<file path="config.mk">
export PLATFORM = sky130hd
export DESIGN_NAME = fb_write_arbiter_flat
export DESIGN_NICKNAME = d
export VERILOG_FILES = /design/src/rtl/fb_write_arbiter_if.sv /design/src/rtl/fb_write_arbiter.sv /design/src/flat_wrapper.sv
export SDC_FILE = /design/constraint.sdc
export NUM_CORES = 1
export LEC_CHECK = 0
export ABC_AREA = 1
export CAP_MARGIN = 20
export CORE_AREA = 2 2 87 73
export CTS_CLUSTER_SIZE = 30
export DETAILED_ROUTE_END_ITERATION = 16
export DIE_AREA = 0 0 89 75
export GPL_TIMING_DRIVEN = 0
export HOLD_SLACK_MARGIN = 0.1
export SLEW_MARGIN = 0
export SYNTH_ARGS = -nofsm -noshare
export SYNTH_HDL_FRONTEND = slang
export SYNTH_SLANG_ARGS = --single-unit
</file>
<file path="constraint.sdc">
create_clock -name clk -period 1.7 [get_ports clk]
set_clock_uncertainty 0.2 [all_clocks]
set_input_delay 0.255 -clock clk [delete_from_list [all_inputs] [get_ports clk]]
set_output_delay 0.255 -clock clk [all_outputs]
set_load 0.05 [all_outputs]
</file>
<file path="src/rtl/fb_write_arbiter_if.sv">
// Framebuffer write-arbiter bus: two requester write channels, clear control and
// the registered memory write port. Modports: master (requesters/host), slave (arbiter).
interface fb_write_arbiter_if #(
   parameter int unsigned SIZE  = 307200,
   parameter int unsigned WIDTH = 8
);
   localparam int unsigned AW = $clog2(SIZE);

   logic             req0_valid;
   logic [AW-1:0]    req0_addr;
   logic [WIDTH-1:0] req0_data;
   logic             req0_ready;

   logic             req1_valid;
   logic [AW-1:0]    req1_addr;
   logic [WIDTH-1:0] req1_data;
   logic             req1_ready;

   logic             clear_start;
   logic [WIDTH-1:0] clear_value;
   logic             busy;
   logic             clear_done;

   logic             mem_write_enable;
   logic [AW-1:0]    mem_write_addr;
   logic [WIDTH-1:0] mem_data_in;

   modport master (
      output req0_valid, req0_addr, req0_data,
      output req1_valid, req1_addr, req1_data,
      output clear_start, clear_value,
      input  req0_ready, req1_ready, busy, clear_done,
      input  mem_write_enable, mem_write_addr, mem_data_in
   );

   modport slave (
      input  req0_valid, req0_addr, req0_data,
      input  req1_valid, req1_addr, req1_data,
      input  clear_start, clear_value,
      output req0_ready, req1_ready, busy, clear_done,
      output mem_write_enable, mem_write_addr, mem_data_in
   );
endinterface

</file>
<file path="src/rtl/fb_write_arbiter.sv">
// Round-robin arbiter for two framebuffer writers with a registered memory write port.
// Optional full-framebuffer clear engine compiled in with FB_ARB_CLEAR_EN.
module fb_write_arbiter #(
   parameter int unsigned SIZE  = 307200,
   parameter int unsigned WIDTH = 8
) (
   input logic               clk,
   input logic               rst,
   fb_write_arbiter_if.slave bus
);
   localparam int unsigned AW = $clog2(SIZE);

   typedef enum logic {IDLE, CLEAR} state_t;

   state_t state;
   logic   last_grant;   // 1: req1 won the most recent transfer
   logic   grant0_c;
   logic   grant1_c;
   logic   block_c;
   logic   xfer0_c;
   logic   xfer1_c;

   // Lone requester wins; on contention the one not granted last wins.
   always_comb begin
      grant0_c = bus.req0_valid & (~bus.req1_valid | last_grant);
      grant1_c = bus.req1_valid & (~bus.req0_valid | ~last_grant);
   end

`ifdef FB_ARB_CLEAR_EN
   logic [AW-1:0] cnt;

   assign block_c  = (state != IDLE) | bus.clear_start;
   assign bus.busy = (state == CLEAR);
`else
   logic unused_c;

   assign block_c        = 1'b0;
   assign bus.busy       = 1'b0;
   assign bus.clear_done = 1'b0;
   assign unused_c       = ^{bus.clear_start, bus.clear_value};
`endif

   assign bus.req0_ready = grant0_c & ~block_c;
   assign bus.req1_ready = grant1_c & ~block_c;
   assign xfer0_c        = bus.req0_valid & bus.req0_ready;
   assign xfer1_c        = bus.req1_valid & bus.req1_ready;

   // State, grant pointer and registered memory write port.
   always_ff @(posedge clk or posedge rst) begin
      if (rst) begin
         state                <= IDLE;
         last_grant           <= 1'b1;
         bus.mem_write_enable <= 1'b0;
         bus.mem_write_addr   <= '0;
         bus.mem_data_in      <= '0;
`ifdef FB_ARB_CLEAR_EN
         cnt                  <= '0;
         bus.clear_done       <= 1'b0;
`endif
      end else begin
         bus.mem_write_enable <= 1'b0;
`ifdef FB_ARB_CLEAR_EN
         bus.clear_done       <= 1'b0;
`endif
         case (state)
            IDLE: begin
`ifdef FB_ARB_CLEAR_EN
               if (bus.clear_start) begin
                  state <= CLEAR;
                  cnt   <= '0;
               end
`endif
               if (xfer0_c) begin
                  bus.mem_write_enable <= 1'b1;
                  bus.mem_write_addr   <= bus.req0_addr;
                  bus.mem_data_in      <= bus.req0_data;
                  last_grant           <= 1'b0;
               end else if (xfer1_c) begin
                  bus.mem_write_enable <= 1'b1;
                  bus.mem_write_addr   <= bus.req1_addr;
                  bus.mem_data_in      <= bus.req1_data;
                  last_grant           <= 1'b1;
               end
            end
            CLEAR: begin
`ifdef FB_ARB_CLEAR_EN
               bus.mem_write_enable <= 1'b1;
               bus.mem_write_addr   <= cnt;
               bus.mem_data_in      <= bus.clear_value;
               if (cnt == AW'(SIZE - 1)) begin
                  state          <= IDLE;
                  cnt            <= '0;
                  bus.clear_done <= 1'b1;
               end else begin
                  cnt <= cnt + AW'(1);
               end
`else
               state <= IDLE;
`endif
            end
            default: state <= IDLE;
         endcase
      end
   end
endmodule

</file>
<file path="src/flat_wrapper.sv">
// flat-port wrapper written by rule: the top's interface ports become plain ports
module fb_write_arbiter_flat 
#(
   parameter int unsigned SIZE  = 307200,
   parameter int unsigned WIDTH = 8
)
  (clk, rst, bus_req0_valid, bus_req0_addr, bus_req0_data, bus_req1_valid, bus_req1_addr, bus_req1_data, bus_clear_start, bus_clear_value, bus_req0_ready, bus_req1_ready, bus_busy, bus_clear_done, bus_mem_write_enable, bus_mem_write_addr, bus_mem_data_in);
  fb_write_arbiter_if #(.SIZE(SIZE), .WIDTH(WIDTH)) bus_i ();
  input logic clk;
  input logic rst;
  input wire logic [$bits(bus_i.req0_valid)-1:0] bus_req0_valid;
  input wire logic [$bits(bus_i.req0_addr)-1:0] bus_req0_addr;
  input wire logic [$bits(bus_i.req0_data)-1:0] bus_req0_data;
  input wire logic [$bits(bus_i.req1_valid)-1:0] bus_req1_valid;
  input wire logic [$bits(bus_i.req1_addr)-1:0] bus_req1_addr;
  input wire logic [$bits(bus_i.req1_data)-1:0] bus_req1_data;
  input wire logic [$bits(bus_i.clear_start)-1:0] bus_clear_start;
  input wire logic [$bits(bus_i.clear_value)-1:0] bus_clear_value;
  output wire logic [$bits(bus_i.req0_ready)-1:0] bus_req0_ready;
  output wire logic [$bits(bus_i.req1_ready)-1:0] bus_req1_ready;
  output wire logic [$bits(bus_i.busy)-1:0] bus_busy;
  output wire logic [$bits(bus_i.clear_done)-1:0] bus_clear_done;
  output wire logic [$bits(bus_i.mem_write_enable)-1:0] bus_mem_write_enable;
  output wire logic [$bits(bus_i.mem_write_addr)-1:0] bus_mem_write_addr;
  output wire logic [$bits(bus_i.mem_data_in)-1:0] bus_mem_data_in;
  assign bus_i.req0_valid = bus_req0_valid;
  assign bus_i.req0_addr = bus_req0_addr;
  assign bus_i.req0_data = bus_req0_data;
  assign bus_i.req1_valid = bus_req1_valid;
  assign bus_i.req1_addr = bus_req1_addr;
  assign bus_i.req1_data = bus_req1_data;
  assign bus_i.clear_start = bus_clear_start;
  assign bus_i.clear_value = bus_clear_value;
  assign bus_req0_ready = bus_i.req0_ready;
  assign bus_req1_ready = bus_i.req1_ready;
  assign bus_busy = bus_i.busy;
  assign bus_clear_done = bus_i.clear_done;
  assign bus_mem_write_enable = bus_i.mem_write_enable;
  assign bus_mem_write_addr = bus_i.mem_write_addr;
  assign bus_mem_data_in = bus_i.mem_data_in;
  fb_write_arbiter #(.SIZE(SIZE), .WIDTH(WIDTH)) u_core (.clk(clk), .rst(rst), .bus(bus_i));
endmodule
</file>
==> Yosys cells after proc, flatten, opt, wreduce, memory -nomap -nowiden <==
Cells that the tools add are included.
{ "totals": {"reg_bits": 29, "in_bits": 67, "out_inout_bits": 32, "elab_cells": 22} }
{ "classes": {"muxes": 8, "bitwise_logic": 9, "reduce_logical": 1} }
{ "ops": {"columns": ["operator", "count"], "rows": [
  ["19-bit two-way mux", 2],
  ["8-bit two-way mux", 2],
  ["1-bit bitwise AND", 4],
  ["1-bit two-way mux", 4],
  ["1-bit NOT", 3],
  ["1-bit OR", 2],
  ["2-bit nonzero test", 1]
]} }

==> Longest topological paths before layout <==
{ "depth": {"ltp_word": 6, "depth_mapped": 7} }

==> Least setup slack after synthesis <==
No wires, ideal clock.
{ "synth_path": {"kind": "register to output", "startpoint": "reg u_core.last_grant", "endpoint": "out bus_req0_ready", "arrival_ns": 1.202, "setup_slack_ns": 0.043, "stages_incl_launch_ff": 5, "n_path_buf": 2, "cell_sequence": "dfstp_2 nand2_2 buf_4 buf_6 nand2_1"} }
{ "synth_via": {"elab_chain_cells": 2} }
{ "synth_lines": {"columns": ["element", "line", "text"], "rows": [
  ["start, declared", "fb_write_arbiter.sv:16", "logic last_grant;"],
  ["start signal, assigned", "fb_write_arbiter.sv:52", "last_grant <= 1'b1;"],
  ["start signal, assigned", "fb_write_arbiter.sv:77", "last_grant <= 1'b0;"],
  ["start signal, assigned", "fb_write_arbiter.sv:82", "last_grant <= 1'b1;"],
  ["1-bit OR", "fb_write_arbiter.sv:25", "grant0_c = bus.req0_valid & (~bus.req1_valid | last_grant);"],
  ["1-bit bitwise AND", "fb_write_arbiter.sv:25", null],
  ["end, declared", "flat_wrapper.sv:19", "output wire logic [$bits(bus_i.req0_ready)-1:0] bus_req0_ready;"]
]} }
No other way between the ends.

==> Worst setup path after layout <==
Ends and elaborated chain as after synthesis.

==> impl_table.tex <==
\begin{tabular}{lr}
\hline
Metric & Value \\
\hline
\multicolumn{2}{l}{\textbf{Status}} \\
Status & complete, no violations \\
\multicolumn{2}{l}{\textbf{Placement}} \\
Number of placed instances, taps included & about 420 \\
Port-buffer cells & 87 \\
Post-Place Cell Area & about 2700 µm² \\
Final weighted congestion in routability-driven placement & approximately 0.8 \\
Detail Placement HPWL & roughly 3500 µm \\
\multicolumn{2}{l}{\textbf{Detailed routing}} \\
Mean number of vias per cell & roughly 4 \\
Total Routed Length & 4690 µm \\
First-pass DRT Iterations & 4 \\
Iter 0 DRT Violations & 55 \\
Routed wire length per instance & $\sim$11 µm \\
DRC violation count after routing & 0 \\
Number of antenna-violating nets in the routed design & 0 \\
Number of vias after detailed routing & between 1500 and 2000 \\
\multicolumn{2}{l}{\textbf{Clock network}} \\
Number of sinks handled by clock tree synthesis & 29 \\
Clk Latency, worst-skew pair & roughly 0.27 ns \\
CTS root buffer & sky130\_fd\_sc\_hd\_\_clkbuf\_8 \\
Num CTS Buffers & 5 \\
Count of H-tree levels built during CTS & 2 \\
Max Root-Sink Buffers & 2 \\
Hold\_buf cts & 0 \\
CTS tree & yes \\
CTS clock-pin slew for the worst setup and hold paths & about 0.060 ns \\
\multicolumn{2}{l}{\textbf{Critical path}} \\
Cell type group with the largest total delay on the critical path & flip-flops \\
Cell with the largest stage delay on the worst path & sky130\_fd\_sc\_hd\_\_dfstp\_2 \\
CP Max Fanout & 12 \\
Critical Path End Type & output port \\
Critical path origin & u\_core.last\_grant \\
End point of the critical path & bus\_req0\_ready \\
Crit Path Class & flip-flop to output port \\
Stages on worst setup path & 4 \\
Required time of the critical path & 1.24 ns \\
Endpoint of the lowest-slack register-to-register path & u\_core.bus.mem\_write\_addr[5] \\
Crit path launch type & flip-flop \\
Reg2reg setup slack & between 0.2 and 0.25 ns \\
Worst-case reg-to-reg path depth & 7 \\
CP max stage delay & between 0.5 and 0.6 ns \\
Arr. time, crit path & approximately 1.2 ns \\
Crit path buffers/inverters & 2 \\
FF-to-FF Start & u\_core.last\_grant \\
Most repeated library cell on the critical path & sky130\_fd\_sc\_hd\_\_buf\_8 \\
Cells traversed along the worst timing path & nand2\_2 > buf\_8 > nand2\_4 > buf\_8 \\
\multicolumn{2}{l}{\textbf{Power and ir drop}} \\
PD cells & 808.4 nW/µm² \\
IR Drop Worst-Case VDD & just over 0.3 mV \\
Leakage & 1.559 nW \\
\multicolumn{2}{l}{\textbf{Finish}} \\
Area added between synthesis and finish & 64.52\% \\
Antenna diode count & 0 \\
Net count of the finished layout & about 410 \\
Non-filler cells in the finished layout & around 430 \\
Layout Cell Area excl Fill & approximately 2800 µm² \\
Share of layout cells above drive strength 1 & $\sim$11\% \\
\multicolumn{2}{l}{\textbf{Timing}} \\
Period utilization & approximately 99\% \\
Hold Violations, Final & 0 \\
Relative slew slack & 64.70\% \\
RSZ-0062 raised after global routing & true \\
Final total negative setup slack & 0 ns \\
Slew of the pin with the lowest slew margin & roughly 0.53 ns \\
Crit path time final & 1.679 ns \\
Total count of max-transition violations in the final report & 0 \\
Count of endpoints failing setup in the final report & 0 \\
Top achievable clock speed & between 0.5 and 0.6 GHz \\
\multicolumn{2}{l}{\textbf{Floorplanning}} \\
Count of standard-cell rows & 25 \\
IO Pins & slightly below 100 \\
DIE AREA & 6675 µm² \\
Floorplan die width & 89 µm \\
Height of the die & roughly 75 µm \\
Core box area & 5756 µm² \\
Initial Util & between 20\% and 30\% \\
\multicolumn{2}{l}{\textbf{Synthesis}} \\
Part of the Yosys area used for sequential elements & between 40\% and 50\% \\
Average footprint of a synthesized cell & 6.882 µm² \\
Synth Register Bits & 29 \\
Instance count of the mapped netlist & roughly 250 \\
Post-synthesis instance area & roughly 1700 µm² \\
Distinct cell type count of the synthesized netlist & 14 \\
YS warnings & 0 \\
\multicolumn{2}{l}{\textbf{Run}} \\
Max-cap violations & 0 \\
\multicolumn{2}{l}{\textbf{Hold path}} \\
Worst min-delay path class & primary input to async pin \\
\multicolumn{2}{l}{\textbf{Global route}} \\
Number of global-route vias before repair & roughly 1500 \\
Pin count of the biggest net entering global routing & 20 \\
Initial antenna violation count & 0 \\
Total gr overflow & 0 \\
Wire length of the first global-routing pass & between 7000 and 8000 µm \\
Global-route total usage across every layer & 14.45\% \\
\hline
\end{tabular}
[worst min path at each step]
stage	start	endpoint	slack [ns]	cells past startpoint
2_1_floorplan	rst	u_core.bus.mem_data_in[0]	0.13	1
3_3_place_gp	u_core.last_grant	u_core.last_grant	0.26	2
3_5_place_dp	u_core.last_grant	u_core.last_grant	0.26	2
4_1_cts	rst	u_core.bus.mem_write_addr[2]	0.14	2
5_1_grt	rst	u_core.bus.mem_write_addr[2]	0.17	2
6_report	rst	u_core.bus.mem_write_addr[0]	0.12	2
[state kept, by name (all words and copies together), names as in the netlist]
signal and flops:
u_core.bus.mem_write_enable 1, u_core.bus.mem_write_addr 19, u_core.bus.mem_data_in 8, u_core.last_grant 1
[worst reg2reg max path, cell delays in order (launching register included)]
cell and delay (ns):
sky130_fd_sc_hd__dfstp_2 0.53, sky130_fd_sc_hd__nand2_2 0.07, sky130_fd_sc_hd__buf_8 0.15, sky130_fd_sc_hd__buf_4 0.13
sky130_fd_sc_hd__buf_6 0.14, sky130_fd_sc_hd__nand3_1 0.08, sky130_fd_sc_hd__nand2_1 0.06, sky130_fd_sc_hd__nand2_1 0.05
[logic make-up after synthesis]
logic type,synth area share [%]
buffers and inverters,15.15
flip-flops,42.94
other,0.2215
AND/OR/NAND/NOR,41.69
[area by class of cell]
type | instances | area [µm²]
well taps | 81 | 101.3
plain buffers | 13 | 113.9
fillers | 607 | 2970
flip-flops and latches | 29 | 726.9
clock buffers | 8 | 90.09
repair buffers | 93 | 915.9
inverters | 31 | 116.4
multi-input cells | 171 | 720.7
[placed cells by master, fill, tap and decap left out, types with 4 or more instances in the layout]
cell / synthesis / routed
sky130_fd_sc_hd__buf_4: 7 / 11
sky130_fd_sc_hd__buf_6: 7 / 4
sky130_fd_sc_hd__clkbuf_8: 0 / 6
sky130_fd_sc_hd__clkdlybuf4s50_1: 0 / 55
sky130_fd_sc_hd__dfrtp_1: 28 / 28
sky130_fd_sc_hd__dlygate4sd2_1: 0 / 28
sky130_fd_sc_hd__inv_1: 31 / 30
sky130_fd_sc_hd__nand2_1: 138 / 137
sky130_fd_sc_hd__nand3_1: 22 / 22
sky130_fd_sc_hd__nand3_2: 5 / 5
[timing repair]
item                                    in CTS  in global routing
endpoints found under the setup margin      30                  2
buffers inserted                             2                  3
resized for setup                           48                  6
pin swaps                                    0                  3
[per-layer routing]
metal / up-vias / wire, µm / GRT usage, % / share of wire, %
met3: 8 / 428 / 5.044 / 9.1
met5: - / 0 / 0 / 0
met2: 58 / 2040 / 21.72 / 43
li1: 919 / - / - / -
met4: 0 / 97 / 6.136 / 2.1
met1: 711 / 2124 / 19.04 / 45
[cell usage after synthesis]
cell / count / area (µm²)
sky130_fd_sc_hd__buf_2: 1 / 5.000
sky130_fd_sc_hd__buf_4: 7 / 52.55
sky130_fd_sc_hd__buf_6: 7 / 78.83
sky130_fd_sc_hd__clkbuf_1: 1 / 3.750
sky130_fd_sc_hd__conb_1: 1 / 3.750
sky130_fd_sc_hd__dfrtp_1: 28 / 700.7
sky130_fd_sc_hd__dfstp_2: 1 / 26.28
sky130_fd_sc_hd__inv_1: 31 / 116.4
sky130_fd_sc_hd__nand2_1: 138 / 518.0
sky130_fd_sc_hd__nand2_2: 2 / 12.51
sky130_fd_sc_hd__nand2_4: 1 / 11.26
sky130_fd_sc_hd__nand3_1: 22 / 110.1
sky130_fd_sc_hd__nand3_2: 5 / 50.05
sky130_fd_sc_hd__nor2_1: 1 / 3.750
[where the power goes]
part | leakage (nW) | total (W) | switching [W] | internal, W
clock | 0.0455 | 0.000576 | 0.000246 | 0.000329
sequential | 0.342 | 0.000814 | 0.0000398 | 0.000775
combinational | 1.17 | 0.000861 | 0.000546 | 0.000315
total | 1.56 | 0.00225 | 0.000832 | 0.00142
[stage by stage]
step	total power, W	hold slack, ns	setup slack (ns)	util [%]
final	0.002252	0.1247	0.02055	48.39
after global routing	0.002369	0.1735	-0.02384	48.39
after CTS	0.002277	0.1438	-0.1475	48.24
after detailed placement	0.001745	0.2619	-0.8424	46.85
after global placement	0.001733	0.2596	-0.8420	46.37
after floorplan	0.001373	0.1324	0.04326	-
Note: power is estimated with default switching activity, not from simulation.
==> RTL change: new RTL, same flow settings <==
`SIZE` is set to 307200 in 3 places; all go to 153600.
--- a/src/rtl/fb_write_arbiter_if.sv
+++ b/src/rtl/fb_write_arbiter_if.sv
@@ -1,7 +1,7 @@
 // Framebuffer write-arbiter bus: two requester write channels, clear control and
 // the registered memory write port. Modports: master (requesters/host), slave (arbiter).
 interface fb_write_arbiter_if #(
-   parameter int unsigned SIZE  = 307200,
+   parameter int unsigned SIZE  = 153600,
    parameter int unsigned WIDTH = 8
 );
    localparam int unsigned AW = $clog2(SIZE);
--- a/src/rtl/fb_write_arbiter.sv
+++ b/src/rtl/fb_write_arbiter.sv
@@ -1,7 +1,7 @@
 // Round-robin arbiter for two framebuffer writers with a registered memory write port.
 // Optional full-framebuffer clear engine compiled in with FB_ARB_CLEAR_EN.
 module fb_write_arbiter #(
-   parameter int unsigned SIZE  = 307200,
+   parameter int unsigned SIZE  = 153600,
    parameter int unsigned WIDTH = 8
 ) (
    input logic               clk,
--- a/src/flat_wrapper.sv
+++ b/src/flat_wrapper.sv
@@ -1,7 +1,7 @@
 // flat-port wrapper written by rule: the top's interface ports become plain ports
 module fb_write_arbiter_flat 
 #(
-   parameter int unsigned SIZE  = 307200,
+   parameter int unsigned SIZE  = 153600,
    parameter int unsigned WIDTH = 8
 )
   (clk, rst, bus_req0_valid, bus_req0_addr, bus_req0_data, bus_req1_valid, bus_req1_addr, bus_req1_data, bus_clear_start, bus_clear_value, bus_req0_ready, bus_req1_ready, bus_busy, bus_clear_done, bus_mem_write_enable, bus_mem_write_addr, bus_mem_data_in);
Interface: changed (resized bus_mem_write_addr, bus_req0_addr and bus_req1_addr); port bits go from 99 to 96. The function was not compared with the original's and may differ.
==> RTL change against the unedited design <==
The flow now finishes with violations (setup timing). Area after synthesis fell by 7.2%. Routed wire length rose by 0.23%. Power fell by 9.0%. Sequential cell count fell by 1. Combinational power fell by 2%. Worst hold slack improved by 32 ps. Setup slack got worse by 33 ps. Core utilization fell by 1.9 points. Cell area fell by 3.9%. Sequential share of layout area rose by 0.13 points. Via count fell by 2.7%. Critical path depth rose by 1. Register-to-register slack got worse by 30 ps. Largest cell class unchanged. Largest power group unchanged.
==> RTL change: results (changes against the unedited design) <==
[place]
io_buffers = 84  ; was 87
dp_slack_ps = -917  ; was -842 ps
routabilityCongestion = 0.789  ; was 0.786
dpl-instance-area_mm2 = 0.00254  ; was 0.00270 mm²
dp_hpwl_um = 3390  ; was 3490 µm

[global_route]
use_met2_pct = 26.5  ; was 21.7%
grt_start_max_net_pins = 16  ; was 20
track_usage_pct = 14.8  ; was 14.5%
met3_usage_pct = 4.93  ; was 5.04%
use_met1_pct = 17.5  ; was 19.0%
grt_pass1_wl_um = 7600  ; was 7270 µm

[logic_synthesis]
synthTopCellsByCount = 133 x nand2_1, 29 x inv_1, 27 x dfrtp_1, 26 x nand3_1, 6 x buf_4  ; was 138 x nand2_1, 31 x inv_1, 28 x dfrtp_1, 22 x nand3_1
synth.distinct_cells = 12  ; was 14
seq_area_frac_synth_pct = 44.7  ; was 42.9%
postSynth.asyncResetShare_pct = 100  ; unchanged
synth_ff_type = dfrtp_1  ; unchanged
yosys-top-cells-area = dfrtp_1 43%, nand2_1 32%, nand3_1 8.3%, inv_1 6.9%, buf_4 2.9%  ; was dfrtp_1 41%, nand2_1 31%, inv_1 6.9%, nand3_1 6.5%, buf_6 4.7%

[outcome]
violations = setup timing
status = finished with violations  ; was complete, no violations

[timing]
finalSetupViolCount = 1  ; was 0
setup_tns_ps = -12.6  ; was 0 ps
setup_ws_ps = -12.6  ; was 20.5 ps
worst_pin_slew_ps = 656  ; was 529 ps
slew_violations = 0  ; unchanged

[clocking]
cts_buffers = 3  ; was 5
cts-root-buf = clkbuf_8  ; unchanged
cts.htree.levels = 1  ; was 2
cts.clk_slew.worst_paths_ps = 100  ; was 60 ps

[critical_path]
cp_slowest_stage_delay_ps = 560  ; was 530 ps
cp_max_fo = 4  ; was 12
crit_slowest_cell = dfstp_2  ; unchanged
cp_top_family = flip-flops  ; unchanged
worst_ep_arrival_time_ps = 1260  ; was 1220 ps

[pwr]
vdd_ir_drop_max_uv = 311  ; about the same
p_leak_nw = 1.48  ; was 1.56 nW

[detailed_routing]
dr.first_iter.drc_count = 50  ; was 55
wirelength_um = 4700  ; was 4690 µm
via_count = 1651  ; was 1696

[final_layout]
n_antenna_cell = 0  ; unchanged
top_regs = u_core.bus.mem_write_addr (18), u_core.bus.mem_data_in (8)  ; was u_core.bus.mem_write_addr (19), u_core.bus.mem_data_in (8)
drive_gt1_share_pct = 10.5  ; was 10.7%
fin_nets = 398  ; was 411

RTL change: cell count changes in the layout (fill, tap and decap cells not counted), sizes merged:
cell,delta
clkdlybuf4s50,-2
inv,-1
nand3,-1
dlygate4sd2,-3
nand2,-5
dfrtp,-1
clkdlybuf4s15,+4
clkbuf,-5
buf,+3
dlymetal6s2s,-2
RTL change: cells by family after synthesis:
group / after synthesis / synth area share (%)
other cells: 1 / 0.239
buf+inv: 43 / 13.1
simple gates: 163 / 42.0
flops: 28 / 44.7
RTL change: worst register-to-register path: cells and delay by family (launching register included):
kind / cells / cell delay [ps]
buf+inv: 2 / 330
flops: 1 / 560
simple gates: 5 / 350
RTL change: metal layers:
metal | routed length [µm] | up-vias
met1 | 2130 | 711
met5 | 0 | -
li1 | - | 883
met3 | 402 | 4
met2 | 2130 | 53
met4 | 33 | 0
RTL change: final timing paths:
| path | startpoint | end | slack [ps] | depth (start not counted) |
|---|---|---|---|---|
| setup / recovery | u_core.last_grant | bus_req1_ready | -10 | 5 |
| hold / removal | rst | u_core.bus.mem_write_enable | 160 | 2 |
| setup reg to reg | u_core.last_grant | u_core.bus.mem_write_addr[0] | 180 | 7 |
| hold reg to reg | u_core.bus.mem_write_addr[10] | u_core.bus.mem_write_addr[10] | 280 | 2 |
| max in group asynchronous | rst | u_core.bus.mem_write_addr[12] | 630 | 3 |
| min in group clk | u_core.bus.mem_write_addr[10] | u_core.bus.mem_write_addr[10] | 280 | 2 |
RTL change: area by class of cell:
class / instances / area [µm²]
Buffer: 13 / 114
Sequential cell: 28 / 702
Timing Repair Buffer: 92 / 900
Fill cell: 628 / 3080
Clock buffer: 4 / 55.1
Inverter: 30 / 115
Multi-Input combinational cell: 165 / 689
Tap cell: 81 / 101
RTL change: report_power, final:
group	total, mW	leakage [nW]	internal [mW]	switching, mW
logic	0.846	1.13	0.314	0.532
registers	0.785	0.330	0.746	0.0386
clock network	0.417	0.0288	0.207	0.210
RTL change: timing repair:
item,CTS,global route
setup buffers,5,2
endpoints found under the setup margin,29,6
resized for setup,56,6
pin swaps,2,2
gates cloned,0,0
RTL change: stage by stage:
stage	instances	utilization, %
after detailed placement	402	44.2
after global routing	413	46.5
final	413	46.5
after CTS	411	46.0
after floorplan	236	-
after global placement	401	43.7
